File: config.mk
export PLATFORM = sky130hd
export DESIGN_NAME = frame_renderer
export DESIGN_NICKNAME = d
export VERILOG_FILES = /design/src/rtl/frame_renderer_pkg.sv /design/src/rtl/frame_renderer_font.sv /design/src/rtl/frame_renderer.sv
export SDC_FILE = /design/constraint.sdc
export NUM_CORES = 1
export LEC_CHECK = 0
export ABC_AREA = 1
export CAP_MARGIN = 20
export CORE_MARGIN = 3
export CORE_UTILIZATION = 25
export DETAILED_ROUTE_END_ITERATION = 8
export PLACE_DENSITY_LB_ADDON = 0.2
export SYNTH_ARGS = -nofsm -noshare
export SYNTH_HDL_FRONTEND = slang
export SYNTH_SLANG_ARGS = --single-unit
File: constraint.sdc
create_clock -name clk -period 2.78 [get_ports clk]
set_clock_uncertainty 0.05 [all_clocks]
set_input_delay 0.556 -clock clk [delete_from_list [all_inputs] [get_ports clk]]
set_output_delay 0.556 -clock clk [all_outputs]
set_load 0.01 [all_outputs]
File: src/rtl/frame_renderer_pkg.sv
// Shared constants for the frame renderer: game-state encodings, object
// geometry, score-overlay placement and palette.
package frame_renderer_pkg;

  typedef enum logic [1:0] {
    S_TITLE     = 2'd0,
    S_RESET     = 2'd1,
    S_PLAY      = 2'd2,
    S_GAME_OVER = 2'd3
  } game_state_e;

  localparam int unsigned SCREEN_W   = 640;
  localparam int unsigned SCREEN_H   = 480;
  localparam int unsigned PLAYER_W   = 110;
  localparam int unsigned PLAYER_H   = 20;
  localparam int unsigned BLOCK_W    = 110;
  localparam int unsigned BLOCK_H    = 32;
  localparam int unsigned SCORE_X    = 8;
  localparam int unsigned SCORE_Y    = 8;
  localparam int unsigned SCALE_LOG2 = 2;

  localparam logic [11:0] BG_COLOR     = 12'h000;
  localparam logic [11:0] TITLE_BG     = 12'h004;
  localparam logic [11:0] OVER_BG      = 12'h400;
  localparam logic [11:0] PLAYER_COLOR = 12'h0F0;
  localparam logic [11:0] BLOCK_COLOR  = 12'hF00;
  localparam logic [11:0] SCORE_COLOR  = 12'hFFF;

  // Snapshot of everything the renderer draws from, latched once per frame.
  typedef struct packed {
    logic [9:0]  plx;
    logic [9:0]  ply;
    logic [9:0]  b0x;
    logic [9:0]  b0y;
    logic [9:0]  b1x;
    logic [9:0]  b1y;
    logic [9:0]  b2x;
    logic [9:0]  b2y;
    game_state_e st;
  } shadow_t;

  // p lies in [o, o+len), evaluated at 11 bits so o+len never wraps.
  function automatic logic in_span(input logic [9:0] p, input logic [9:0] o,
                                   input logic [10:0] len);
    logic [10:0] hi;
    hi = {1'b0, o} + len;
    return ({1'b0, p} >= {1'b0, o}) && ({1'b0, p} < hi);
  endfunction

endpackage

File: src/rtl/frame_renderer_font.sv
// 3x5 digit font; bits[2] is the leftmost column. Non-decimal codes are blank.
module digit_font_rom (
  input  logic [3:0] digit,
  input  logic [2:0] row,
  output logic [2:0] bits
);

  logic [14:0] glyph;

  // Glyph lookup, then row select (row 0 at the top).
  always_comb begin
    unique case (digit)
      4'd0:    glyph = 15'b111_101_101_101_111;
      4'd1:    glyph = 15'b010_110_010_010_111;
      4'd2:    glyph = 15'b111_001_111_100_111;
      4'd3:    glyph = 15'b111_001_111_001_111;
      4'd4:    glyph = 15'b101_101_111_001_001;
      4'd5:    glyph = 15'b111_100_111_001_111;
      4'd6:    glyph = 15'b111_100_111_101_111;
      4'd7:    glyph = 15'b111_001_001_001_001;
      4'd8:    glyph = 15'b111_101_111_101_111;
      4'd9:    glyph = 15'b111_101_111_001_111;
      default: glyph = '0;
    endcase
    unique case (row)
      3'd0:    bits = glyph[14:12];
      3'd1:    bits = glyph[11:9];
      3'd2:    bits = glyph[8:6];
      3'd3:    bits = glyph[5:3];
      3'd4:    bits = glyph[2:0];
      default: bits = '0;
    endcase
  end

endmodule

File: src/rtl/frame_renderer.sv
// Pixel colour generator: per-frame snapshot of game state, sequential
// double-dabble score conversion, and a 2-stage pixel pipeline with syncs
// delayed to match.
module frame_renderer
  import frame_renderer_pkg::*;
(
  input  logic        clk,
  input  logic        reset_n,
  input  logic        frame_tick,
  input  logic [9:0]  pixel_x,
  input  logic [9:0]  pixel_y,
  input  logic        video_on,
  input  logic        hsync_in,
  input  logic        vsync_in,
  input  logic [9:0]  player_x,
  input  logic [9:0]  player_y,
  input  logic [9:0]  block0_x,
  input  logic [9:0]  block0_y,
  input  logic [9:0]  block1_x,
  input  logic [9:0]  block1_y,
  input  logic [9:0]  block2_x,
  input  logic [9:0]  block2_y,
  input  logic [15:0] score,
  input  logic [1:0]  state,
  output logic [11:0] rgb,
  output logic        hsync_out,
  output logic        vsync_out,
  output logic        bcd_busy
);

  shadow_t     shadow_q, shadow_d;
  logic [15:0] bin_q, bin_d;
  logic [19:0] work_q, work_d;
  logic [3:0]  iter_q, iter_d;
  logic        busy_q, busy_d;
  logic [19:0] digits_q, digits_d;
  logic [4:0]  blink_q, blink_d;
  logic [19:0] adj, shifted;

  logic p_hit_q, p_hit_d, b_hit_q, b_hit_d, glyph_q, glyph_d;
  logic von_q, von_d, hs1_q, hs1_d, vs1_q, vs1_d;
  logic [11:0] rgb_q, rgb_d;
  logic hs2_q, hs2_d, vs2_q, vs2_d;

  logic [10:0] gx, gy, gdig, grow;
  logic [1:0]  gcol;
  logic [3:0]  font_digit;
  logic [2:0]  font_bits;
  logic        col_bit, in_glyph;

  // Frame snapshot, blink counter and one double-dabble step per busy cycle.
  // A tick always wins, so a tick mid-conversion restarts from the new score.
  always_comb begin
    shadow_d = shadow_q;
    bin_d    = bin_q;
    work_d   = work_q;
    iter_d   = iter_q;
    busy_d   = busy_q;
    digits_d = digits_q;
    blink_d  = blink_q;
    adj      = work_q;
    for (int unsigned i = 0; i < 5; i++) begin
      if (adj[4*i +: 4] > 4'd4) adj[4*i +: 4] = adj[4*i +: 4] + 4'd3;
    end
    shifted = (adj << 1) | {19'd0, bin_q[15]};
    if (frame_tick) begin
      shadow_d.plx = player_x;
      shadow_d.ply = player_y;
      shadow_d.b0x = block0_x;
      shadow_d.b0y = block0_y;
      shadow_d.b1x = block1_x;
      shadow_d.b1y = block1_y;
      shadow_d.b2x = block2_x;
      shadow_d.b2y = block2_y;
      shadow_d.st  = game_state_e'(state);
      bin_d        = score;
      work_d       = '0;
      iter_d       = '0;
      busy_d       = 1'b1;
      blink_d      = (game_state_e'(state) == S_GAME_OVER) ? blink_q + 5'd1 : '0;
    end else if (busy_q) begin
      work_d = shifted;
      bin_d  = {bin_q[14:0], 1'b0};
      iter_d = iter_q + 4'd1;
      if (iter_q == 4'd15) begin
        busy_d   = 1'b0;
        digits_d = shifted;
      end
    end
  end

  // Score overlay addressing: digit slot, glyph column and row under the pixel.
  always_comb begin
    gx   = {1'b0, pixel_x} - 11'(SCORE_X);
    gy   = {1'b0, pixel_y} - 11'(SCORE_Y);
    gdig = gx >> (SCALE_LOG2 + 2);
    gcol = gx[SCALE_LOG2 +: 2];
    grow = gy >> SCALE_LOG2;
    unique case (gdig[2:0])
      3'd0:    font_digit = digits_q[19:16];
      3'd1:    font_digit = digits_q[15:12];
      3'd2:    font_digit = digits_q[11:8];
      3'd3:    font_digit = digits_q[7:4];
      3'd4:    font_digit = digits_q[3:0];
      default: font_digit = 4'hF;
    endcase
    unique case (gcol)
      2'd0:    col_bit = font_bits[2];
      2'd1:    col_bit = font_bits[1];
      2'd2:    col_bit = font_bits[0];
      default: col_bit = 1'b0;
    endcase
    in_glyph = (pixel_x >= 10'(SCORE_X)) && (pixel_y >= 10'(SCORE_Y)) &&
               (gdig < 11'd5) && (gcol != 2'd3) && (grow < 11'd5);
  end

  digit_font_rom u_font (
    .digit (font_digit),
    .row   (grow[2:0]),
    .bits  (font_bits)
  );

  // Stage 1: hit flags, glyph bit, and delayed video/sync.
  always_comb begin
    p_hit_d = in_span(pixel_x, shadow_q.plx, 11'(PLAYER_W)) &&
              in_span(pixel_y, shadow_q.ply, 11'(PLAYER_H));
    b_hit_d = ((shadow_q.b0y < 10'(SCREEN_H)) &&
               in_span(pixel_x, shadow_q.b0x, 11'(BLOCK_W)) &&
               in_span(pixel_y, shadow_q.b0y, 11'(BLOCK_H))) ||
              ((shadow_q.b1y < 10'(SCREEN_H)) &&
               in_span(pixel_x, shadow_q.b1x, 11'(BLOCK_W)) &&
               in_span(pixel_y, shadow_q.b1y, 11'(BLOCK_H))) ||
              ((shadow_q.b2y < 10'(SCREEN_H)) &&
               in_span(pixel_x, shadow_q.b2x, 11'(BLOCK_W)) &&
               in_span(pixel_y, shadow_q.b2y, 11'(BLOCK_H)));
    glyph_d = in_glyph && col_bit;
    von_d   = video_on && (pixel_x < 10'(SCREEN_W)) && (pixel_y < 10'(SCREEN_H));
    hs1_d   = hsync_in;
    vs1_d   = vsync_in;
  end

  // Stage 2: colour priority per snapshot state.
  always_comb begin
    rgb_d = '0;
    hs2_d = hs1_q;
    vs2_d = vs1_q;
    if (von_q) begin
      unique case (shadow_q.st)
        S_TITLE:     rgb_d = p_hit_q ? PLAYER_COLOR : TITLE_BG;
        S_RESET:     rgb_d = BG_COLOR;
        S_PLAY:      rgb_d = glyph_q ? SCORE_COLOR :
                             p_hit_q ? PLAYER_COLOR :
                             b_hit_q ? BLOCK_COLOR : BG_COLOR;
        S_GAME_OVER: rgb_d = glyph_q ? SCORE_COLOR :
                             (p_hit_q && !blink_q[4]) ? PLAYER_COLOR :
                             b_hit_q ? BLOCK_COLOR : OVER_BG;
        default:     rgb_d = BG_COLOR;
      endcase
    end
  end

  // All state registers.
  always_ff @(posedge clk or negedge reset_n) begin
    if (!reset_n) begin
      shadow_q <= '0;
      bin_q    <= '0;
      work_q   <= '0;
      iter_q   <= '0;
      busy_q   <= 1'b0;
      digits_q <= '0;
      blink_q  <= '0;
      p_hit_q  <= 1'b0;
      b_hit_q  <= 1'b0;
      glyph_q  <= 1'b0;
      von_q    <= 1'b0;
      hs1_q    <= 1'b1;
      vs1_q    <= 1'b1;
      rgb_q    <= '0;
      hs2_q    <= 1'b1;
      vs2_q    <= 1'b1;
    end else begin
      shadow_q <= shadow_d;
      bin_q    <= bin_d;
      work_q   <= work_d;
      iter_q   <= iter_d;
      busy_q   <= busy_d;
      digits_q <= digits_d;
      blink_q  <= blink_d;
      p_hit_q  <= p_hit_d;
      b_hit_q  <= b_hit_d;
      glyph_q  <= glyph_d;
      von_q    <= von_d;
      hs1_q    <= hs1_d;
      vs1_q    <= vs1_d;
      rgb_q    <= rgb_d;
      hs2_q    <= hs2_d;
      vs2_q    <= vs2_d;
    end
  end

  assign rgb       = rgb_q;
  assign hsync_out = hs2_q;
  assign vsync_out = vs2_q;
  assign bcd_busy  = busy_q;

endmodule

==> results of run 1 <==
==> report_power, final <==
group,switching [uW],internal [uW]
Clock,1100,1540
Combinational,972,774
Sequential,91.6,2490
==> stage by stage <==
step           total power (uW)  worst slack [ns]
5_1_grt                    7460          -0.00978
4_1_cts                    7100            0.0464
2_1_floorplan              3670            0.0975
3_3_place_gp               4360            -0.699
6_report                   6970             0.255
3_5_place_dp               4390            -0.723
==> metal layers <==
metal  wire length (um)  track usage, %  vias to the layer above
met3               1300            3.33                       26
met2              14200            22.2                      142
li1                   -               -                     5061
met4                482            4.15                        0
met1              15900            18.8                     4514
met5                  0               0                        -
==> path summary, 6_finish.rpt <==
| check | startpoint | end | slack [ns] | depth (start not counted) |
|---|---|---|---|---|
| worst max-delay path | pixel_x[3] | glyph_q | 0.26 | 21 |
| worst min-delay path | vs1_q | vsync_out | 0.31 | 0 |
| worst max register to register | shadow_q[64] | p_hit_q | 0.36 | 11 |
| min in group asynchronous | reset_n | bin_q[2] | 0.57 | 2 |
| worst min register to register | vs1_q | vsync_out | 0.31 | 0 |
| max in group asynchronous | reset_n | shadow_q[50] | 1.43 | 3 |
==> cell usage in the layout, fill, tap and decap left out, types with 5 or more instances in the layout <==
| cell type | count |
|---|---|
| inv_1 | 168 |
| o211ai_1 | 18 |
| dfrtp_1 | 157 |
| nor4_1 | 8 |
| nor2_1 | 62 |
| o221ai_1 | 9 |
| ha_1 | 164 |
| o21bai_1 | 9 |
| xor2_1 | 37 |
| o21ai_0 | 174 |
| xnor2_1 | 10 |
| a31oi_1 | 11 |
| buf_4 | 72 |
| nand4_1 | 19 |
| nand3_1 | 63 |
| a211oi_1 | 7 |
| clkdlybuf4s50_1 | 133 |
| clkbuf_16 | 17 |
| nand3_2 | 5 |
| nor3_1 | 7 |
| nor2_2 | 5 |
| a21oi_1 | 76 |
| nand2_2 | 6 |
| nand2_1 | 287 |
==> repair_timing <==
item	in CTS	in global routing
gates resized for setup	2	4
buffers inserted	0	3
hold endpoints to repair	36	0
hold buffers	1	0
setup endpoints to repair	1	1
pin swaps	0	1
==> flip-flops by register name (all words and copies together) (netlist names), 4 cells and up <==
name	count
digits_q	20
rgb	5
bin_q	16
iter_q	4
blink_q	5
work_q	20
shadow_q	82
==> logic make-up (layout without fill, tap and decap cells) <==
logic type | Yosys count | after routing | share of synthesized area (%)
buf+inv | 212 | 419 | 7.35
simple gates | 470 | 470 | 18.1
compound gates | 328 | 328 | 16.5
fa+ha+maj | 164 | 164 | 18.3
flops | 161 | 161 | 36.0
other cells | 0 | 2 | 0
mux | 1 | 1 | 0.0894
xor+xnor | 47 | 47 | 3.68
==> final cells by class <==
cell class | instances | area [sq um] | area share (%)
multi-input combinational | 1010 | 6350 | 44.0
sequential | 161 | 4030 | 28.0
clock buffer | 18 | 439 | 3.04
antenna | 2 | 5.00 | 0.0347
tap | 585 | 732 | 5.07
inverter | 172 | 646 | 4.48
clock inverter | 14 | 203 | 1.41
timing repair buffer | 215 | 2020 | 14.0
==> flow_summary.json, run 1 <==
{
  "status": "finished clean",
  "stdcell_count": 2177,
  "die_w_um": 218,
  "async_flop_share_pct": 100,
  "clkSinkCount": 161,
  "synth_area_per_cell_sq_um": 8.10,
  "end_kind": "flip-flop",
  "grtUsageTotal_pct": 13.9,
  "yosys.area.top_type": "dfrtp_1",
  "power.leakage_uw": 0.00688,
  "drive_gt1_share_pct": 8.93,
  "layout.nets": 1865,
  "grt_pass1_vias": 9846,
  "routed_via_density": 4.48,
  "antenna_left": 0,
  "io_buffer_count": 138,
  "placedCellCount": 2139,
  "yosys-top-cells-area": "dfrtp_1, ha_1, nand2_1",
  "n_fill_cell": 4566,
  "place.gp.congestion": 0.812,
  "crit_required_ns": 3.14,
  "finalCoreUtilization_pct": 33.1,
  "ys_seq_area_share_pct": 36.0,
  "path_buf_inv": 5,
  "hpwl_um": 24600,
  "p_per_area_mw_per_mm2": 483,
  "drc_errors": 0,
  "arrival_ns": 2.88,
  "htreeDepth": 4,
  "grt_first_pass_wirelength_um": 51700,
  "wl_per_cell_um": 14.6,
  "vias": 9743,
  "cts_buffer_depth": 2,
  "drt-pass1-iter-count": 4,
  "core-area_sq_mm": 0.0436,
  "first_iter_violations": 491,
  "whs_ns": 0.306,
  "synth_ff_type": "dfrtp_1",
  "setup_viol": 0,
  "peakVddDrop_uv": 416,
  "die_area_sq_mm": 0.0474,
  "grt_max_degree": 76,
  "syn-instance-count": 1383,
  "cts_tree": "done",
  "root_buffer": "clkbuf_16",
  "max-cap-violations": 0,
  "yosys_register_bits": 161,
  "critPathMaxFanout": 7,
  "min_period_ns": 2.52,
  "finalSetupTns_ns": 0,
  "finalInstanceArea_sq_mm": 0.0144,
  "cts_inserted_buffers": 17,
  "yosysWarningCount": 0,
  "worst_setup_path_start_kind": "input pin",
  "yosysMostFrequentCell": "nand2_1",
  "path_clk_slew_ns": 0.06,
  "holdCritPathClass": "flip-flop to flip-flop",
  "synth_area_sq_mm": 0.0112,
  "cp_slowest_cell": "clkdlybuf4s15_1",
  "critPathMaxStageDelay_ns": 0.28,
  "worstSkewPairLatency_ns": 0.48,
  "antenna_found_initial": 2,
  "clock.fmax_mhz": 396,
  "fp.dieH_um": 218,
  "place_area_sq_mm": 0.0137,
  "synth_common_cells": "nand2_1, o21ai_0, inv_1, ha_1, dfrtp_1",
  "cp_top_family": "simple AND/OR/NAND/NOR gates",
  "synth-edff-count": 0,
  "std_cell_rows": 76,
  "synth_top_area_share_pct": 35.1,
  "ys_types": 44,
  "relSlewSlack_pct": 53.7,
  "start_util_pct": 25.7,
  "finalHoldViolations": 0,
  "boundaryPins": 139,
  "final.period_utilization_pct": 90.8,
  "overflow": 0,
  "worstMarginPinSlew_ns": 0.686,
  "slew_violations": 0,
  "routed_wl_um": 31800,
  "path_cells": "clkdlybuf4s15_1, inv_1, ha_1, inv_1, nand2_2, nand2_2, nand2_4, o21ai_0, nand2_1, nor3_2, inv_1, ha_1, inv_1, nand3_1, nor2_1, nor2_1, nor2_1, nor2_1, nand3_1, nand3_1, a21oi_2",
  "syn-num-nets": 1671,
  "crit_type": "input pin to flip-flop",
  "area_growth_pct": 28.8
}
No activity file was read; power rests on OpenSTA's default activity.
==> run 2: changes to the inputs <==
--- a/config.mk
+++ b/config.mk
@@ -10,6 +10,7 @@
 export CORE_MARGIN = 3
 export CORE_UTILIZATION = 25
 export DETAILED_ROUTE_END_ITERATION = 8
+export GPL_ROUTABILITY_DRIVEN = 0
 export PLACE_DENSITY_LB_ADDON = 0.2
 export SYNTH_ARGS = -nofsm -noshare
 export SYNTH_HDL_FRONTEND = slang
==> results of run 2 <==
No change in the layout: final DEF, timing and power equal those of run 1.
==> run 3: changes to the inputs <==
--- a/config.mk
+++ b/config.mk
@@ -6,11 +6,13 @@
 export NUM_CORES = 1
 export LEC_CHECK = 0
 export ABC_AREA = 1
-export CAP_MARGIN = 20
+export CAP_MARGIN = 0
 export CORE_MARGIN = 3
 export CORE_UTILIZATION = 25
+export CTS_CLUSTER_DIAMETER = 50
 export DETAILED_ROUTE_END_ITERATION = 8
 export GPL_ROUTABILITY_DRIVEN = 0
+export MAX_ROUTING_LAYER = met4
 export PLACE_DENSITY_LB_ADDON = 0.2
 export SYNTH_ARGS = -nofsm -noshare
 export SYNTH_HDL_FRONTEND = slang
==> run 3 against run 2 <==
  * First-iteration DRC count decreased by 2.9%
  * Hold slack about the same
  * Combinational power about the same
  * Cell area about the same
  * Critical path depth decreased by 2
  * Highest routed layer unchanged
  * Global-route usage increased by 0.41 points
  * Die area unchanged
  * Via count increased by 0.10%
==> flow_summary.json, run 3 (synthesis results as in run 1) <==
{
  "whs_ns": 0.306,
  "start_util_pct": 25.7,
  "routed_wl_um": 31800,
  "peakVddDrop_uv": 415,
  "mostFrequentLayoutCells": "nand2_1, o21ai_0, inv_1, ha_1, dfrtp_1",
  "relSlewSlack_pct": 53.9,
  "intPower_uw": 4810,
  "finalInstanceArea_sq_mm": 0.0144,
  "antenna_found_initial": 3,
  "area_growth_pct": 28.8,
  "cts_inserted_buffers": 17,
  "cts_buffer_depth": 2,
  "grtUsageTotal_pct": 14.3,
  "crit_type": "input pin to flip-flop",
  "critPathMaxFanout": 4,
  "worstMarginPinSlew_ns": 0.683,
  "core-area_sq_mm": 0.0436,
  "finalCoreUtilization_pct": 33.1,
  "clockPowerShare_pct": 37.8,
  "final.period_utilization_pct": 91.0,
  "largestRegisters": "shadow_q (82), digits_q (20), work_q (20)",
  "grt_pass1_vias": 9839,
  "setup_viol": 0,
  "finalHoldViolations": 0,
  "place_area_sq_mm": 0.0137,
  "finalSetupTns_ns": 0,
  "holdCritPathClass": "flip-flop to flip-flop",
  "pwr-share-comb_pct": 25.1,
  "worstSkewPairLatency_ns": 0.48,
  "wl_per_cell_um": 14.6,
  "root_buffer": "clkbuf_16",
  "clock.fmax_mhz": 395,
  "antenna_left": 0,
  "std_cell_rows": 76,
  "end_kind": "flip-flop",
  "grt_first_pass_wirelength_um": 51700,
  "min_period_ns": 2.53,
  "clkSinkCount": 161,
  "crit_required_ns": 3.14,
  "power_uw": 6970,
  "drt-pass1-iter-count": 5,
  "fp.dieH_um": 218,
  "vias": 9753,
  "largest_register": "shadow_q",
  "p_per_area_mw_per_mm2": 483,
  "first_iter_violations": 477,
  "power.leakage_uw": 0.00688,
  "boundaryPins": 139,
  "htreeDepth": 4,
  "seq_power_share_pct": 37.1,
  "slew_violations": 0,
  "routed_via_density": 4.48,
  "layout.nets": 1865,
  "die_area_sq_mm": 0.0474,
  "grt_max_degree": 76,
  "swShare_pct": 31.0,
  "io_buffer_count": 138,
  "arrival_ns": 2.88,
  "die_w_um": 218,
  "path_clk_slew_ns": 0.06,
  "status": "finished clean",
  "overflow": 0,
  "max-cap-violations": 0,
  "largest_reg_flops": 82,
  "drc_errors": 0,
  "worst_setup_path_start_kind": "input pin",
  "hold_depth": 0,
  "cts_tree": "done",
  "drive_gt1_share_pct": 8.93,
  "reg2reg_depth": 11,
  "hpwl_um": 24600,
  "layout_commonest_cell": "nand2_1",
  "switchingPower_uw": 2160
}
==> run 3: cell type report <==
type,instances,area (sq um)
Multi-Input combinational cell,1010,6350
Timing Repair Buffer,215,2020
Antenna cell,3,7.51
Clock buffer,18,439
Inverter,172,646
Sequential cell,161,4030
Tap cell,585,732
Fill cell,4564,29200
Clock inverter,14,203
==> run 3: critical path, cell delays in order <==
cell,delay (ns)
clkdlybuf4s15_1,0.28
inv_1,0.10
ha_1,0.38
a21oi_1,0.29
nand3_1,0.12
nand2_1,0.09
nor3_2,0.06
buf_4,0.13
buf_4,0.13
ha_1,0.18
nand2_1,0.06
nand2_1,0.05
nand2_1,0.05
nand2_1,0.04
nand2_1,0.06
nand2_1,0.04
nand3_1,0.06
nand3_1,0.09
a21oi_2,0.12
==> run 3: layer usage <==
metal	global-route usage [%]	wire length, um	vias to the layer above
li1	-	-	5069
met1	18.7	15700	4508
met2	22.2	14200	154
met3	3.48	1420	22
met4	4.15	442	0
met5	-	0	-
==> run 3: power groups by stage <==
stage               clock network [uW]  registers [uW]  logic, uW
floorplan                            0            2610       1060
global placement                     0            2630       1730
detailed placement                   0            2630       1760
CTS                               2740            2590       1770
global route                      2840            2610       2020
finish                            2640            2590       1750
==> run 3: timing repair <==
action / 4_1_cts / 5_1_grt
endpoints found under the setup margin: 1 / 1
gates cloned: 0 / 0
pin swaps: 0 / 1
buffers inserted: 0 / 3
hold buffers: 1 / 0
endpoints found under the hold margin: 36 / 0
gates resized for setup: 2 / 4
==> run 3: final timing paths <==
| kind | from | end | slack, ns |
|---|---|---|---|
| setup / recovery | pixel_x[3] | glyph_q | 0.25 |
| hold / removal | vs1_q | vsync_out | 0.31 |
| setup reg to reg | shadow_q[64] | p_hit_q | 0.36 |
| hold reg to reg | vs1_q | vsync_out | 0.31 |
| max in group asynchronous | reset_n | shadow_q[50] | 1.43 |
| min in group asynchronous | reset_n | bin_q[2] | 0.57 |
==> run 3: metrics by stage <==
step / std cells / worst slack (ns)
after CTS: 2172 / 0.0464
after detailed placement: 2139 / -0.723
after floorplan: 1383 / 0.0975
final: 2178 / 0.251
after global routing: 2178 / -0.00976
after global placement: 2139 / -0.699
